--- src/rtl/ddr5_cmd_sequencer.sv ---
`default_nettype none
// ============================================================================
// Module      : ddr5_cmd_sequencer
// Description : Closed-page DDR5 command sequencer. Takes one address-mapped
//               request at a time and issues ACT0/ACT1, RD0/RD1 or WR0/WR1,
//               then PRE, on a registered command bus. Refresh requests are
//               serviced between transactions and take priority in IDLE.
//               One down-counter enforces all inter-command spacing.
// Revision    : 1.0 - initial release
// ----------------------------------------------------------------------------
// Ports
//   clock, reset           sole clock, synchronous active-high reset
//   req_valid / req_ready  request handshake (ready = IDLE && !ref_req)
//   req_op                 0 read, 1 write, 2 fetch (read), 3 illegal (read)
//   req_bg/bank/row/col    request address fields, sampled on acceptance
//   ref_req / ref_ack      refresh level request / one-cycle ack with REF
//   cmd_valid, cmd         registered command bus (cmd_valid = cmd != NOP)
//   cmd_bg/bank/row/col    registered command fields, 0 when not driven
//   done                   one-cycle pulse coincident with PRE
//   busy                   high whenever the FSM is not in IDLE
// ============================================================================
module ddr5_cmd_sequencer #(
    parameter int T_RCD   = 39,
    parameter int T_RTP   = 18,
    parameter int T_CWL   = 38,
    parameter int T_BURST = 8,
    parameter int T_WR    = 30,
    parameter int T_RP    = 39,
    parameter int T_RFC   = 295
) (
    input  logic        clock,
    input  logic        reset,
    input  logic        req_valid,
    output logic        req_ready,
    input  logic [1:0]  req_op,
    input  logic [2:0]  req_bg,
    input  logic [1:0]  req_bank,
    input  logic [15:0] req_row,
    input  logic [7:0]  req_col,
    input  logic        ref_req,
    output logic        ref_ack,
    output logic        cmd_valid,
    output logic [3:0]  cmd,
    output logic [2:0]  cmd_bg,
    output logic [1:0]  cmd_bank,
    output logic [15:0] cmd_row,
    output logic [7:0]  cmd_col,
    output logic        done,
    output logic        busy
);

    // The bus is registered from the next state, so every wait ends one
    // cycle before the following command appears. Loads into ACT/CAS waits
    // are therefore "gap - 1". PRE and REF waits end in IDLE, which itself
    // occupies one cycle before the next ACT0/REF, hence "gap - 2".
    localparam int C_L_RCD  = T_RCD - 1;
    localparam int C_L_RPRE = T_RTP - 1;
    localparam int C_L_WPRE = T_CWL + T_BURST + T_WR - 1;
    localparam int C_L_RP   = T_RP - 2;
    localparam int C_L_RFC  = T_RFC - 2;

    localparam int C_M1    = (C_L_RCD  > C_L_RPRE) ? C_L_RCD : C_L_RPRE;
    localparam int C_M2    = (C_M1     > C_L_WPRE) ? C_M1    : C_L_WPRE;
    localparam int C_M3    = (C_M2     > C_L_RP)   ? C_M2    : C_L_RP;
    localparam int C_M4    = (C_M3     > C_L_RFC)  ? C_M3    : C_L_RFC;
    localparam int C_CNT_W = (C_M4 < 2) ? 1 : $clog2(C_M4 + 1);

    localparam logic [C_CNT_W-1:0] C_LD_RCD  = C_CNT_W'(C_L_RCD);
    localparam logic [C_CNT_W-1:0] C_LD_RPRE = C_CNT_W'(C_L_RPRE);
    localparam logic [C_CNT_W-1:0] C_LD_WPRE = C_CNT_W'(C_L_WPRE);
    localparam logic [C_CNT_W-1:0] C_LD_RP   = C_CNT_W'(C_L_RP);
    localparam logic [C_CNT_W-1:0] C_LD_RFC  = C_CNT_W'(C_L_RFC);

    localparam logic [3:0] C_CMD_NOP  = 4'd0;
    localparam logic [3:0] C_CMD_ACT0 = 4'd1;
    localparam logic [3:0] C_CMD_ACT1 = 4'd2;
    localparam logic [3:0] C_CMD_RD0  = 4'd3;
    localparam logic [3:0] C_CMD_RD1  = 4'd4;
    localparam logic [3:0] C_CMD_WR0  = 4'd5;
    localparam logic [3:0] C_CMD_WR1  = 4'd6;
    localparam logic [3:0] C_CMD_PRE  = 4'd7;
    localparam logic [3:0] C_CMD_REF  = 4'd8;

    typedef enum logic [3:0] {
        S_IDLE     = 4'd0,
        S_ACT0     = 4'd1,
        S_ACT1     = 4'd2,
        S_WAIT_RCD = 4'd3,
        S_CAS0     = 4'd4,
        S_CAS1     = 4'd5,
        S_WAIT_PRE = 4'd6,
        S_PRE      = 4'd7,
        S_WAIT_RP  = 4'd8,
        S_REF      = 4'd9,
        S_WAIT_RFC = 4'd10
    } state_e;

    state_e               state_q, state_d;
    logic [C_CNT_W-1:0]   cnt_q, cnt_d;
    logic                 accept;

    // Request fields captured on the acceptance edge
    logic                 lat_wr_q;
    logic [2:0]           lat_bg_q;
    logic [1:0]           lat_bank_q;
    logic [15:0]          lat_row_q;
    logic [7:0]           lat_col_q;

    // Registered command bus and its next values
    logic [3:0]           cmd_q, cmd_d;
    logic [2:0]           cmd_bg_q, cmd_bg_d;
    logic [1:0]           cmd_bank_q, cmd_bank_d;
    logic [15:0]          cmd_row_q, cmd_row_d;
    logic [7:0]           cmd_col_q, cmd_col_d;
    logic                 cmd_valid_q, done_q, ref_ack_q, busy_q;

    // ACT0 is issued on the acceptance edge itself, before the latches hold
    // the new request, so the field source bypasses to the live inputs then.
    logic                 wr_sel;
    logic [2:0]           bg_sel;
    logic [1:0]           bank_sel;
    logic [15:0]          row_sel;
    logic [7:0]           col_sel;

    assign req_ready = (state_q == S_IDLE) && !ref_req && !reset;

    // ------------------------------------------------------------------
    // Next-state and counter
    // ------------------------------------------------------------------
    always_comb begin
        state_d = state_q;
        cnt_d   = (cnt_q != '0) ? cnt_q - 1'b1 : '0;
        accept  = 1'b0;
        case (state_q)
            S_IDLE: begin
                if (ref_req) begin
                    state_d = S_REF;
                    cnt_d   = C_LD_RFC;
                end else if (req_valid) begin
                    accept  = 1'b1;
                    state_d = S_ACT0;
                    cnt_d   = C_LD_RCD;
                end
            end
            S_ACT0: state_d = S_ACT1;
            S_ACT1, S_WAIT_RCD: begin
                if (cnt_q == '0) begin
                    state_d = S_CAS0;
                    cnt_d   = lat_wr_q ? C_LD_WPRE : C_LD_RPRE;
                end else begin
                    state_d = S_WAIT_RCD;
                end
            end
            S_CAS0: state_d = S_CAS1;
            S_CAS1, S_WAIT_PRE: begin
                if (cnt_q == '0) begin
                    state_d = S_PRE;
                    cnt_d   = C_LD_RP;
                end else begin
                    state_d = S_WAIT_PRE;
                end
            end
            S_PRE, S_WAIT_RP: begin
                state_d = (cnt_q == '0) ? S_IDLE : S_WAIT_RP;
            end
            S_REF, S_WAIT_RFC: begin
                state_d = (cnt_q == '0) ? S_IDLE : S_WAIT_RFC;
            end
            default: state_d = S_IDLE;
        endcase
    end

    // ------------------------------------------------------------------
    // Command bus decode from the next state
    // ------------------------------------------------------------------
    always_comb begin
        wr_sel     = accept ? (req_op == 2'd1) : lat_wr_q;
        bg_sel     = accept ? req_bg   : lat_bg_q;
        bank_sel   = accept ? req_bank : lat_bank_q;
        row_sel    = accept ? req_row  : lat_row_q;
        col_sel    = accept ? req_col  : lat_col_q;
        cmd_d      = C_CMD_NOP;
        cmd_bg_d   = '0;
        cmd_bank_d = '0;
        cmd_row_d  = '0;
        cmd_col_d  = '0;
        case (state_d)
            S_ACT0, S_ACT1: begin
                cmd_d      = (state_d == S_ACT0) ? C_CMD_ACT0 : C_CMD_ACT1;
                cmd_bg_d   = bg_sel;
                cmd_bank_d = bank_sel;
                cmd_row_d  = row_sel;
            end
            S_CAS0: begin
                cmd_d      = wr_sel ? C_CMD_WR0 : C_CMD_RD0;
                cmd_bg_d   = bg_sel;
                cmd_bank_d = bank_sel;
                cmd_col_d  = col_sel;
            end
            S_CAS1: begin
                cmd_d      = wr_sel ? C_CMD_WR1 : C_CMD_RD1;
                cmd_bg_d   = bg_sel;
                cmd_bank_d = bank_sel;
                cmd_col_d  = col_sel;
            end
            S_PRE: begin
                cmd_d      = C_CMD_PRE;
                cmd_bg_d   = bg_sel;
                cmd_bank_d = bank_sel;
            end
            S_REF: cmd_d = C_CMD_REF;
            default: cmd_d = C_CMD_NOP;
        endcase
    end

    // ------------------------------------------------------------------
    // State, latches and registered outputs
    // ------------------------------------------------------------------
    always_ff @(posedge clock) begin
        if (reset) begin
            state_q     <= S_IDLE;
            cnt_q       <= '0;
            lat_wr_q    <= 1'b0;
            lat_bg_q    <= '0;
            lat_bank_q  <= '0;
            lat_row_q   <= '0;
            lat_col_q   <= '0;
            cmd_q       <= C_CMD_NOP;
            cmd_bg_q    <= '0;
            cmd_bank_q  <= '0;
            cmd_row_q   <= '0;
            cmd_col_q   <= '0;
            cmd_valid_q <= 1'b0;
            done_q      <= 1'b0;
            ref_ack_q   <= 1'b0;
            busy_q      <= 1'b0;
        end else begin
            state_q     <= state_d;
            cnt_q       <= cnt_d;
            if (accept) begin
                lat_wr_q   <= (req_op == 2'd1);
                lat_bg_q   <= req_bg;
                lat_bank_q <= req_bank;
                lat_row_q  <= req_row;
                lat_col_q  <= req_col;
            end
            cmd_q       <= cmd_d;
            cmd_bg_q    <= cmd_bg_d;
            cmd_bank_q  <= cmd_bank_d;
            cmd_row_q   <= cmd_row_d;
            cmd_col_q   <= cmd_col_d;
            cmd_valid_q <= (cmd_d != C_CMD_NOP);
            done_q      <= (state_d == S_PRE);
            ref_ack_q   <= (state_d == S_REF);
            busy_q      <= (state_d != S_IDLE);
        end
    end

    assign cmd       = cmd_q;
    assign cmd_bg    = cmd_bg_q;
    assign cmd_bank  = cmd_bank_q;
    assign cmd_row   = cmd_row_q;
    assign cmd_col   = cmd_col_q;
    assign cmd_valid = cmd_valid_q;
    assign done      = done_q;
    assign ref_ack   = ref_ack_q;
    assign busy      = busy_q;

endmodule
`default_nettype wire

--- config.mk ---
export PLATFORM = sky130hd
export DESIGN_NAME = ddr5_cmd_sequencer
export DESIGN_NICKNAME = d
export VERILOG_FILES = /design/src/rtl/ddr5_cmd_sequencer.sv
export SDC_FILE = /design/constraint.sdc
export NUM_CORES = 1
export LEC_CHECK = 0
export ABC_AREA = 1
export BUFFER_PORTS_ARGS = -buffer_cell sky130_fd_sc_hd__buf_2
export CAP_MARGIN = 20
export CORE_ASPECT_RATIO = 0.75
export CORE_MARGIN = 2
export CORE_UTILIZATION = 50
export CTS_CLUSTER_DIAMETER = 30
export CTS_CLUSTER_SIZE = 12
export DETAILED_ROUTE_END_ITERATION = 7
export GPL_TIMING_DRIVEN = 1
export PLACE_DENSITY = 0.81
export RECOVER_POWER = 50
export SLEW_MARGIN = 20
export SYNTH_ARGS = -nofsm -noshare
export SYNTH_HDL_FRONTEND = slang
export SYNTH_SLANG_ARGS = --single-unit
--- constraint.sdc ---
create_clock -name clock -period 2.94 [get_ports clock]
set_input_delay 0 -clock clock [delete_from_list [all_inputs] [get_ports clock]]
set_output_delay 0 -clock clock [all_outputs]
set_load 0.02 [all_outputs]
Yosys cells after proc, flatten, opt, wreduce, memory -nomap -nowiden
Index checks and enable logic that the tools add are counted.
{"block": "totals", "wordCells": 82, "in_bits": 35, "register_bits": 80}
{"block": "classes", "eq_ne": 17, "n_addsub": 1, "n_mux": 26, "reduce_logical": 19, "bitwise_logic": 3}
{"cell": "$mux W9", "n": 5}
{"cell": "$eq A4 B3 Y1 const B", "n": 7}
{"cell": "$pmux W4 S7", "n": 1}
{"cell": "$pmux W9 S3", "n": 1}
{"cell": "$pmux W4 S5", "n": 1}
{"cell": "$reduce_or A2 Y1", "n": 9}
{"cell": "$eq A4 B4 Y1 const B", "n": 4}
{"cell": "$mux W16", "n": 1}
{"cell": "$mux W4", "n": 4}
{"cell": "$eq A4 B2 Y1 const B", "n": 3}
{"cell": "$logic_not A9 Y1", "n": 1}
{"cell": "$mux W3", "n": 3}
{"cell": "$reduce_bool A9 Y1", "n": 1}
{"cell": "$sub A9 B1 Y9 const B", "n": 1}
{"cell": "$eq A4 B1 Y1 const B", "n": 2}
{"cell": "$mux W8", "n": 1}
{"cell": "$reduce_bool A4 Y1", "n": 2}
{"cell": "$mux W7", "n": 1}
{"cell": "$mux W2", "n": 3}
{"cell": "$mux W1", "n": 5}
{"cell": "$reduce_or A5 Y1", "n": 1}
{"cell": "$logic_not A4 Y1", "n": 1}
{"cell": "$not A1 Y1", "n": 3}
{"cell": "$eq A2 B1 Y1 const B", "n": 1}
{"cell": "other kinds (2)", "n": 4}

Depth between registers and ports, before layout
Gate-level depths: netlist of the first run.
{"block": "logic_depth", "word_depth": 7, "depth_mapped": 11, "ltp_nobuf": 11}

Worst setup path after synthesis of the first run
OpenSTA, ideal clock, no wires.
{"block": "synth_timing", "kind": "flip-flop to flip-flop", "startpoint": "reg cnt_q[0]", "endpoint": "reg busy_q (netlist: busy)", "period_less_slack_ns": 1.463, "setup_time_ns": 0.111, "arrival_time_ns": 1.352, "n_path_buf": 0, "slack_ns": 1.477, "path_stages_with_launch": 12, "t_required_ns": 2.829, "path_cell_list": "dfxtp_1 inv_1 ha_1 nand2_1 nor2_1 nand2_2 nand2_2 nand2_2 nor2_4 nand3_1 nand2_1 inv_1"}
{"block": "synth_via", "elab_chain_cells": 4, "elab_cells_between_ends": 7}
{"element": "start, declared", "line_no": "99", "rtl": "logic [C_CNT_W-1:0] cnt_q, cnt_d;"}
{"element": "start signal, assigned", "line_no": "239", "rtl": "cnt_q <= cnt_d;"}
{"element": "$logic_not A9 Y1 (*)"}
{"element": "$mux W1, or another cell as far along", "line_no": "156", "rtl": "if (cnt_q == '0) begin"}
{"element": "$pmux W4 S7 (*)", "line_no": "134", "rtl": "case (state_q)"}
{"element": "$reduce_bool A4 Y1 (*)", "line_no": "255", "rtl": "busy_q <= (state_d != S_IDLE);"}
{"element": "end signal, assigned", "line_no": "255"}
{"element": "end, declared", "line_no": "115", "rtl": "logic cmd_valid_q, done_q, ref_ack_q, busy_q;"}
Mark *: on every way between the ends. The rest lies on a longest branch, timed or not.
A chain may end at the register's enable or synchronous reset.

Worst setup path in the final report of the first run
{"block": "layout_timing", "startpoint": "reg state_q[1]", "endpoint": "reg cmd_q[1] (netlist: cmd[1])"}
{"block": "layout_via", "elab_chain_cells": 6, "elab_cells_between_ends": 31}
{"element": "start, declared", "line_no": "98", "rtl": "state_e state_q, state_d;"}
{"element": "start signal, assigned", "line_no": "238", "rtl": "state_q <= state_d;"}
{"element": "$eq A4 B4 Y1, or another cell as far along", "line_no": "134"}
{"element": "$reduce_or A2 Y1 / $mux W4 (equally long branches)", "line_no": "134, 136"}
{"element": "$pmux W4 S7", "line_no": "134"}
{"element": "$eq A4 B1 Y1 / $eq A4 B2 Y1 (equally long branches)", "line_no": "187, 189"}
{"element": "$mux W2 / $reduce_or A2 Y1 (equally long branches)"}
{"element": "$pmux W4 S5 (*)", "line_no": "187", "rtl": "case (state_d)"}
{"element": "end signal, assigned", "line_no": "247", "rtl": "cmd_q <= cmd_d;"}
{"element": "end, declared", "line_no": "110", "rtl": "logic [3:0] cmd_q, cmd_d;"}
Marks and branches as above.

==> out/summary.md, run 1 <==
• **Top cell by count, worst path** sky130_fd_sc_hd__nand2_1
• **Post-Syn Nets** 370
• **logic depth of the worst register-to-register path** 10
• **share of the core filled with cells** 65.7%
• **sequential area share after synthesis** 54.4%
• **Min-Delay Path Class** input pin to flip-flop
• **worst skew pair latency** 340 ps
• **slowest stage delay, CP** 360 ps
• **maximum net fanout on the critical path** 33
• **clock tree from TritonCTS** yes
• **minimum period implied by the final worst setup slack** 1900 ps
• **syn avg cell area** 8.85 µm²
• **Post-synth top flop** sky130_fd_sc_hd__dfxtp_1
• **number of synthesized flops with an enable pin** 0
• **number of levels the H-tree was split into** 3
• **All-Layer GR Usage** 21.1%
• **total number of placement rows** 24
• **worst hold start** req_op[0]
• **Max Clock Skew** 7.25 ps
• **Final Hold Violating Endpoints** 0
• **worst setup path category** flip-flop to flip-flop
• **Critical Path Slowest Stage Cell** sky130_fd_sc_hd__nand2_4
• **Iter 0 DRT Violations** 121
• **sum of negative setup slack** 0 ps
• **post-CTS resize count** 0
• **number of sinks handled by clock tree synthesis** 80
• **Routed Wire Length** 6.70 mm
• **Crit. End Element** flip-flop
• **die boundary width** 92.6 µm
• **Req. time, crit path** 3190 ps
• **cell type with the highest aggregate area in the netlist** sky130_fd_sc_hd__dfxtp_1
• **Power per Cell Area** 904 nW/µm²
• **drt wl/cell** 12.9 µm
• **weighted congestion reported at the end of routability-driven placement** 0.851
• **destination of the worst register-to-register timing path** cmd[1]
• **Reg clk slew, reported paths** 80 ps
• **highest clock rate** 526 MHz
• **HPWL after detailed placement** 4.44 mm
• **via count** 2500
• **minimum setup slack among reg-to-reg paths** 1040 ps
• **top cells by area in the synthesized netlist** sky130_fd_sc_hd__dfxtp_1 54%, sky130_fd_sc_hd__nor2_1 8.8%, sky130_fd_sc_hd__mux2i_1 8.2%, sky130_fd_sc_hd__nand2_1 5.6%, sky130_fd_sc_hd__nand3_1 3.2%
• **number of cells on the worst hold path** 3
• **total CTS buffers** 9
• **buffers added on ports** 72
• **number of standard cells after synthesis** 333
• **outcome** finished, final reports clean
• **via density per instance** 4.83
• **overall die height** 70.5 µm
• **vias in the first global route** 2362
• **fin crit share** 64.6%
• **number of I/O pins** 73
• **length of the first detailed-routing pass in iterations** 5
• **antenna-violating nets left** 0
• **most frequent standard cell in the layout excluding fill and tap cells** sky130_fd_sc_hd__dfxtp_1
• **reg-to-reg critical path startpoint** state_q[1]
• **synthesized cell area** 2950 µm²
• **standby leakage power** 1.81 nW
• **pin count of the biggest net entering global routing** 46
• **Total Power** 0.00342 W
• **DR DRC count** 0
• **normalized max-slew margin** 64.3%
• **Max clock buf depth** 2
• **global-route wire length before repair** 10.7 mm
• **endpoint of the worst hold-timing path** lat_wr_q
• **yosys synthesis warning count** 0
• **Async SR Flop Fraction** 0%
• **share of the synthesized area in the top cell type** 54.4%
• **Max IR drop VDD** 0.533 mV
• **total count of max-transition violations in the final report** 0
• **arrival time reported for the critical path endpoint** 2150 ps
• **core region area** 5770 µm²
• **initial core utilization** 51.1%
• **setup violation total in the final timing report** 0
• **antenna violations before repair** 0
• **overflow left after global routing** 0
• **synth unique cells** 33
• **setup repair after global routing missed its margin** false
• **Layout Area Growth over Synthesis** 28.5%
• **proportion of layout cells with a drive suffix above 1** 17.3%
• **Least-Margin Pin Slew** 536 ps
• **Antenna Cells** 0
• **number of maximum-capacitance violations** 0
• **nets** 473
• **type of origin of the critical path** flip-flop
• **top library cells by usage in the layout, fill and taps aside** 80 x sky130_fd_sc_hd__dfxtp_1, 69 x sky130_fd_sc_hd__nor2_1, 47 x sky130_fd_sc_hd__nand2_1
• **post-synthesis sequential element count** 80
• **area of the die** 6530 µm²
• **ordered cell list for the critical path** inv_1 -> nand2_1 -> nor2_4 -> nand2_4 -> nand2_1 -> nand2_1 -> nand2_1 -> nand3_1 -> nand2_1 -> inv_1
• **clock root buffer** sky130_fd_sc_hd__clkbuf_8
## state kept, by name (all words and copies together) (netlist names), 2 cells and up
| name | cells |
|---|---|
| cmd_bank | 2 |
| cmd_col | 8 |
| lat_col_q | 8 |
| lat_bg_q | 3 |
| state_q | 4 |
| cmd | 4 |
| cmd_bg | 3 |
| cmd_row | 16 |
| lat_row_q | 16 |
| lat_bank_q | 2 |
| cnt_q | 9 |
## cell usage after synthesis, types with 4 or more instances
library cell	n
sky130_fd_sc_hd__dfxtp_1	80
sky130_fd_sc_hd__nor2_1	69
sky130_fd_sc_hd__nand2_1	44
sky130_fd_sc_hd__mux2i_1	24
sky130_fd_sc_hd__nand3_1	19
sky130_fd_sc_hd__inv_1	16
sky130_fd_sc_hd__inv_2	10
sky130_fd_sc_hd__a21oi_1	9
sky130_fd_sc_hd__nand2_2	8
sky130_fd_sc_hd__a21oi_2	5
sky130_fd_sc_hd__nor2b_1	5
sky130_fd_sc_hd__clkbuf_1	4
sky130_fd_sc_hd__o21ai_0	4
## logic make-up after synthesis
| group | share of synthesized area (%) |
|---|---|
| simple gates | 24.6 |
| xor+xnor | 0.892 |
| compound gates | 5.35 |
| mux | 8.15 |
| flops | 54.4 |
| buf+inv | 5.77 |
| fa+ha+maj | 0.849 |
## metal layers
metal	routed length (µm)	vias up	global-route usage, %
li1	-	1269	-
met2	2980	101	34.1
met4	97	0	7.03
met1	3150	1118	27.4
met3	477	12	6.15
met5	0	-	0
## worst max-delay path, delay by kind of cell, from the launching register on
family	cells	cell delay, ps
buf+inv	2	170
simple gates	8	1280
flops	1	330
## power by group
| part | total (W) | internal (W) | switching (W) | leakage, nW |
|---|---|---|---|---|
| clock network | 0.000871 | 0.000480 | 0.000390 | 0.111 |
| registers | 0.00133 | 0.00125 | 0.0000809 | 0.651 |
| logic | 0.00122 | 0.000417 | 0.000801 | 1.05 |
| total | 0.00342 | 0.00215 | 0.00127 | 1.81 |
## cell type report
cell class,instances,area (µm²)
Multi-Input combinational cell,215,1150
Clock inverter,6,93.8
Timing Repair Buffer,102,611
Clock buffer,9,124
Tap cell,78,97.6
Fill cell,483,1980
Sequential cell,80,1600
Inverter,28,105
## repair_timing
item                                    CTS  global route
setup buffers                             0             0
endpoints found under the hold margin    53             0
endpoints found under the setup margin    0             0
hold buffers                             29             0
## worst max path at each step
stage / start / end / slack [ps] / cells after the start
final: state_q[1] / cmd[1] / 1040 / 10
after global routing: state_q[1] / cmd_row[6] / 920 / 7
after CTS: state_q[1] / cmd_row[6] / 1140 / 7
after detailed placement: state_q[1] / cmd_row[6] / 1150 / 7
after global placement: cnt_q[0] / busy / 1270 / 11
after floorplan: cnt_q[0] / busy / 1480 / 11
## metrics by stage
stage,setup WS [ps],hold WS [ps],cell area (µm²),instances
floorplan,1480,88.7,2950,333
global placement,1270,257,3350,474
detailed placement,1150,261,3350,474
CTS,1140,27.4,3850,518
global route,916,54.3,3790,518
finish,1040,48.8,3790,518
Power figures use the tool's default switching activity.
==> run 2: changes to the inputs <==
ABC_AREA = 0   (was 1)
CORE_UTILIZATION = 47   (was 50)
PLACE_DENSITY = 0.79   (was 0.81)
clock period = 1.72 ns   (was 2.94 ns; I/O delays follow)
==> run 2 against run 1 <==
Effect of this change:
- clock-buffer cell count increased by 1
- die area increased by 7.4%
- clock skew decreased by 0.55 ps
- area after synthesis increased by 1.4%
- cell area increased by 5.1%
- global-route usage increased by 0.45 points
- setup slack got worse by 990 ps
- critical path type unchanged
- largest cell class unchanged
- hold slack got worse by 28 ps
- synthesized cell count decreased by 12%
- critical endpoint unchanged
==> out/summary.md, run 2 <==
• **switching share of total power** 37.6%
• **share of the synthesized area in the top cell type** 53.6%
• **All-Layer GR Usage** 21.6%
• **minimum setup slack among reg-to-reg paths** 50 ps
• **most frequent standard cell in the layout excluding fill and tap cells** sky130_fd_sc_hd__dfxtp_1
• **Final Hold Violating Endpoints** 0
• **DR DRC count** 0
• **internal power contribution** 0.00399 W
• **core region area** 6220 µm²
• **largest family of logic cells by synthesized area** simple AND/OR/NAND/NOR gates
• **worst setup path category** flip-flop to flip-flop
• **Max IR drop VDD** 0.795 mV
• **sequential area share after synthesis** 53.6%
• **buffers added on ports** 72
• **fin crit share** 97.3%
• **Routed met3 length** 421 µm
• **syn avg cell area** 10.2 µm²
• **length of the first detailed-routing pass in iterations** 5
• **Async SR Flop Fraction** 0%
• **weighted congestion reported at the end of routability-driven placement** 0.939
• **Reg clk slew, reported paths** 80 ps
• **Metal-1 WL** 3.04 mm
• **via density per instance** 5.18
• **initial core utilization** 48.0%
• **nets** 444
• **top library cells by usage in the layout, fill and taps aside** 76 x sky130_fd_sc_hd__dfxtp_1, 45 x sky130_fd_sc_hd__nor2_1, 39 x sky130_fd_sc_hd__clkbuf_1
• **proportion of layout cells with a drive suffix above 1** 22.1%
• **Synth Area in Simple Gates** 19.8%
• **via count** 2553
• **clock tree from TritonCTS** yes
• **Post-synth top flop** sky130_fd_sc_hd__dfxtp_1
• **total CTS buffers** 9
• **routed length on met2** 3.76 mm
• **Max Clock Skew** 6.70 ps
• **Post-Syn Nets** 331
• **number of standard cells after synthesis** 294
• **setup violation total in the final timing report** 0
• **Antenna Cells** 0
• **normalized max-slew margin** 55.0%
• **maximum net fanout on the critical path** 8
• **Power per Cell Area** 1610 nW/µm²
• **type of origin of the critical path** flip-flop
• **number of synthesized flops with an enable pin** 0
• **HPWL after detailed placement** 4.65 mm
• **clock root buffer** sky130_fd_sc_hd__clkbuf_8
• **slack of the critical path** 45.6 ps
• **synthesized-area fraction occupied by ao, oa, aoi and oai cells** 7.92%
• **number of levels the H-tree was split into** 3
• **standby leakage power** 1.74 nW
• **crit path buf inv count** 0
• **total count of max-transition violations in the final report** 0
• **XOR/XNOR Fraction of Synth Area** 2.05%
• **Filler Cell Count** 505
• **Iter 0 DRT Violations** 223
• **pin count of the biggest net entering global routing** 40
• **overflow left after global routing** 0
• **top routing layer in use** met4
• **ordered cell list for the critical path** or3b_1 -> a21oi_4 -> a311oi_4 -> or3_1 -> a21oi_1
• **Min-Delay Path Class** input pin to flip-flop
• **worst skew pair latency** 340 ps
• **FF/Latch Area** 1610 µm²
• **adder-cell share of the synthesized area** 0.838%
• **antenna-violating nets left** 0
• **multi-input logic area** 1290 µm²
• **arrival time reported for the critical path endpoint** 1950 ps
• **net switching power** 0.00241 W
• **total number of placement rows** 25
• **share of power burned in registers** 37.5%
• **area of the die** 7010 µm²
• **vias in the first global route** 2480
• **post-synthesis sequential element count** 80
• **overall die height** 73.0 µm
• **top cells by area in the synthesized netlist** sky130_fd_sc_hd__dfxtp_1 54%, sky130_fd_sc_hd__mux2i_1 11%, sky130_fd_sc_hd__nor2_1 5.8%, sky130_fd_sc_hd__nor3_1 5.7%, sky130_fd_sc_hd__a21oi_1 2.7%
• **Routed Wire Length** 7.34 mm
• **antenna violations before repair** 0
• **share of the core filled with cells** 63.9%
• **minimum period implied by the final worst setup slack** 1670 ps
• **Least-Margin Pin Slew** 658 ps
• **number of maximum-capacitance violations** 0
• **yosys synthesis warning count** 0
• **drt wl/cell** 14.9 µm
• **number of I/O pins** 73
• **share of total power in combinational logic** 41.0%
• **outcome** finished, final reports clean
• **die boundary width** 96.0 µm
• **number of sinks handled by clock tree synthesis** 80
• **Crit. End Element** flip-flop
• **clock network fraction of total power** 21.5%
• **synth unique cells** 44
• **slowest stage delay, CP** 500 ps
• **synth cell count leaders** 80 x sky130_fd_sc_hd__dfxtp_1, 46 x sky130_fd_sc_hd__nor2_1, 34 x sky130_fd_sc_hd__nor3_1
• **Critical Path Slowest Stage Cell** sky130_fd_sc_hd__or3b_1
• **kind of cell adding the most delay to the critical path** simple AND/OR/NAND/NOR gates
• **Layout Area Growth over Synthesis** 33.2%
• **cell type with the highest aggregate area in the netlist** sky130_fd_sc_hd__dfxtp_1
• **mux cell area share after synthesis** 10.7%
• **Max clock buf depth** 2
• **Req. time, crit path** 1990 ps
• **global-route wire length before repair** 11.5 mm
• **highest clock rate** 597 MHz
• **Placement Setup Slack** -17.8 ps
• **cell with the most instances after synthesis** sky130_fd_sc_hd__dfxtp_1
• **synthesized cell area** 2990 µm²
==> run 2: worst paths after layout <==
check | startpoint | end | cells past startpoint
worst min register to register | lat_row_q[13] | lat_row_q[13] | 2
worst max register to register | state_q[3] | cmd[1] | 5
worst max-delay path | state_q[3] | cmd[1] | 5
worst min-delay path | req_valid | cnt_q[8] | 3
==> run 2: final cells by class <==
cell class / count / area share [%]
Sequential cell: 80 / 40.4
Multi-Input combinational cell: 191 / 32.4
Timing Repair Buffer: 122 / 19.5
Clock buffer: 10 / 3.21
Tap cell: 81 / 2.55
Clock inverter: 6 / 1.73
Inverter: 3 / 0.283
==> run 2: per-layer routing <==
| metal | global-route usage (%) | vias to the layer above |
|---|---|---|
| li1 | - | 1234 |
| met1 | 25.8 | 1225 |
| met2 | 36.7 | 80 |
| met3 | 6.10 | 14 |
| met4 | 8.57 | 0 |
| met5 | 0 | - |
==> run 2: kinds of logic (layout without fill, tap and decap cells) <==
group                      Yosys count  in the layout
AOI/OAI and AO/OA                   37             37
xor gates and xnor gates             7              7
adders and majority gates            2              2
buffers and inverters               23            141
DFF                                 80             80
muxes                               32             32
and+or+nand+nor                    113            113
==> run 2: worst register-to-register path, delay by kind of cell, from the launching register on <==
family | cells | cell delay, ps
compound gates | 3 | 370
flops | 1 | 410
simple gates | 2 | 820
==> run 2: power groups by stage <==
stage,clock network [W],logic (W),registers [W]
6_report,0.00138,0.00262,0.00240
5_1_grt,0.00146,0.00283,0.00244
4_1_cts,0.00139,0.00244,0.00239
3_5_place_dp,0,0.00235,0.00243
3_3_place_gp,0,0.00230,0.00241
2_1_floorplan,0,0.00162,0.00246
==> run 2: per-stage QoR <==
stage	TNS, ps	hold WS [ps]	power [W]	cell area [µm²]	cells
after floorplan	0	82.8	0.00409	2990	294
after global placement	0	251	0.00471	3480	447
after detailed placement	-24.0	263	0.00478	3480	447
after CTS	0	4.63	0.00622	3980	492
after global routing	-45.5	29.2	0.00674	3980	493
final	0	20.8	0.00640	3980	493
==> run 2: repair_timing <==
item	4_1_cts	5_1_grt
setup endpoints to repair	4	10
hold buffers	29	0
buffers inserted	0	1
gates resized for setup	3	14
pin swaps	1	1
hold endpoints to repair	45	0
==> run 3: changes to the inputs <==
clock period = 1.4 ns   (was 1.72 ns; I/O delays follow)
==> run 3 against run 2 <==
Effect of this change:
- clock power rose by 18%
- via count rose by 17%
- cell area rose by 22%
- the flow now finishes with violations (negative setup slack)
- hold slack improved by 74 ps
- sequential share of layout area fell by 7.1 points
- clock-buffer cell count rose by 3
- final cell count rose by 7.9%
- sequential cell count did not move
- combinational power rose by 100%
==> out/summary.md, run 3 (synthesis results as in run 2) <==
• **total count of max-transition violations in the final report** 0
• **global-route wire length before repair** 13.6 mm
• **Routed Wire Length** 11.2 mm
• **most frequent standard cell in the layout excluding fill and tap cells** sky130_fd_sc_hd__dfxtp_1
• **normalized max-slew margin** 73.8%
• **number of maximum-capacitance violations** 0
• **worst-case hold slack** 95.0 ps
• **Critical Path Slowest Stage Cell** sky130_fd_sc_hd__nor4_4
• **slack of the critical path** -422 ps
• **nets** 483
• **Power per Cell Area** 2040 nW/µm²
• **via density per instance** 5.63
• **logic depth of the worst path, buffers included** 6
• **violated checks** negative setup slack
• **maximum net fanout on the critical path** 8
• **arrival time reported for the critical path endpoint** 2080 ps
• **setup repair after global routing missed its margin** true
• **clock tree from TritonCTS** yes
• **ordered cell list for the critical path** nor4_4 -> nand2_4 -> buf_12 -> buf_16 -> mux2i_4 -> nor3_1
• **antenna violations before repair** 0
• **weighted congestion reported at the end of routability-driven placement** 0.867
• **buffers added on ports** 72
• **number of sinks handled by clock tree synthesis** 80
• **logic depth of the worst register-to-register path** 6
• **number of I/O pins** 73
• **worst skew pair latency** 370 ps
• **overflow left after global routing** 0
• **total CTS buffers** 9
• **timing startpoint of the critical path** state_q[2]
• **minimum setup slack among reg-to-reg paths** -420 ps
• **HPWL after detailed placement** 4.68 mm
• **Final Hold Violating Endpoints** 0
• **outcome** finished, violations left
• **CP Capture Point** cmd_row[10]
• **vias in the first global route** 2727
• **Reg clk slew, reported paths** 90 ps
• **initial core utilization** 48.0%
• **type of origin of the critical path** flip-flop
• **reg-to-reg critical path startpoint** state_q[2]
• **worst setup path category** flip-flop to flip-flop
• **die boundary width** 96.0 µm
• **Antenna Cells** 0
• **Layout Area Growth over Synthesis** 62.6%
• **DR DRC count** 0
• **destination of the worst register-to-register timing path** cmd_row[10]
• **kind of cell adding the most delay to the critical path** simple AND/OR/NAND/NOR gates
• **Max IR drop VDD** 1.36 mV
• **total number of placement rows** 25
• **crit path buf inv count** 2
• **length of the first detailed-routing pass in iterations** 7
• **overall die height** 73.0 µm
• **Req. time, crit path** 1660 ps
• **number of levels the H-tree was split into** 3
• **Total Power** 0.00989 W
• **Iter 0 DRT Violations** 280
• **drt wl/cell** 21.1 µm
• **fin crit share** 130%
• **area of the die** 7010 µm²
• **setup violation total in the final timing report** 81
• **proportion of layout cells with a drive suffix above 1** 42.1%
• **highest clock rate** 549 MHz
• **Max clock buf depth** 2
• **All-Layer GR Usage** 26.3%
• **Crit. End Element** flip-flop
• **minimum period implied by the final worst setup slack** 1820 ps
• **pin count of the biggest net entering global routing** 82
• **clock root buffer** sky130_fd_sc_hd__clkbuf_8
• **core region area** 6220 µm²
• **Min-Delay Path Class** input pin to flip-flop
• **standby leakage power** 1.98 nW
• **Least-Margin Pin Slew** 392 ps
• **via count** 2996
• **top library cells by usage in the layout, fill and taps aside** 74 x sky130_fd_sc_hd__dfxtp_1, 53 x sky130_fd_sc_hd__buf_2, 44 x sky130_fd_sc_hd__nor2_1
• **share of the core filled with cells** 78.0%
• **Placement Setup Slack** -326 ps
• **antenna-violating nets left** 0
• **slowest stage delay, CP** 400 ps
• **Max Clock Skew** 11.0 ps
-- run 3: cell count changes in the layout (fill, tap and decap cells not counted), sizes merged --
cell      previous run  this run
buf                 54       113
clkbuf              49        32
bufinv               1         0
clkinv               4         1
clkinvlp             0         1
-- run 3: how the worst min path moves through the flow --
stage / from / endpoint / cells after the start
final: req_valid / cnt_q[8] / 3
after global routing: req_valid / cnt_q[8] / 3
after CTS: req_valid / cnt_q[8] / 3
after detailed placement: req_row[3] / lat_row_q[3] / 3
after global placement: req_row[8] / lat_row_q[8] / 3
after floorplan: ref_req / req_ready / 1
-- run 3: area by class of cell --
class	instances	area (µm²)
Multi-Input combinational cell	191	1690
Sequential cell	80	1620
Fill cell	322	1370
Timing Repair Buffer	161	1260
Clock buffer	13	159
Tap cell	81	101
Clock inverter	3	25.0
Inverter	3	11.3
-- run 3: timing repair --
action / in CTS / in global routing
hold endpoints to repair: 50 / 0
hold buffers: 29 / 0
pin swaps: 11 / 16
gates resized for setup: 34 / 69
buffers inserted: 11 / 7
cloned: 2 / 2
endpoints found under the setup margin: 76 / 81
-- run 3: report_power, final --
group | total, W | internal [W] | switching, W
clock network | 0.00163 | 0.000753 | 0.000880
registers | 0.00302 | 0.00266 | 0.000353
logic | 0.00524 | 0.00263 | 0.00261
total | 0.00989 | 0.00605 | 0.00384
-- run 3: stage by stage --
step                instance area [µm²]  cells  setup TNS (ps)
CTS                                4400    524           -9080
detailed placement                 3680    467           -8570
global placement                   3680    467           -4710
finish                             4860    532          -22130
floorplan                          3030    294           -1780
global route                       4860    532          -25580
-- run 3: per-layer routing --
metal  share of wire [%]  global-route usage, %  up-vias
met5                   0                      0        -
met4                 4.0                   10.0        0
met3                 8.2                   10.5       50
met2                  48                   41.9      184
met1                  40                   31.9     1437
li1                    -                      -     1325
-- run 3: worst register-to-register path: stages (launching register included) --
cell,delay (ps)
sky130_fd_sc_hd__dfxtp_4,370
sky130_fd_sc_hd__nor4_4,400
sky130_fd_sc_hd__nand2_4,170
sky130_fd_sc_hd__buf_12,180
sky130_fd_sc_hd__buf_16,170
sky130_fd_sc_hd__mux2i_4,210
sky130_fd_sc_hd__nor3_1,230
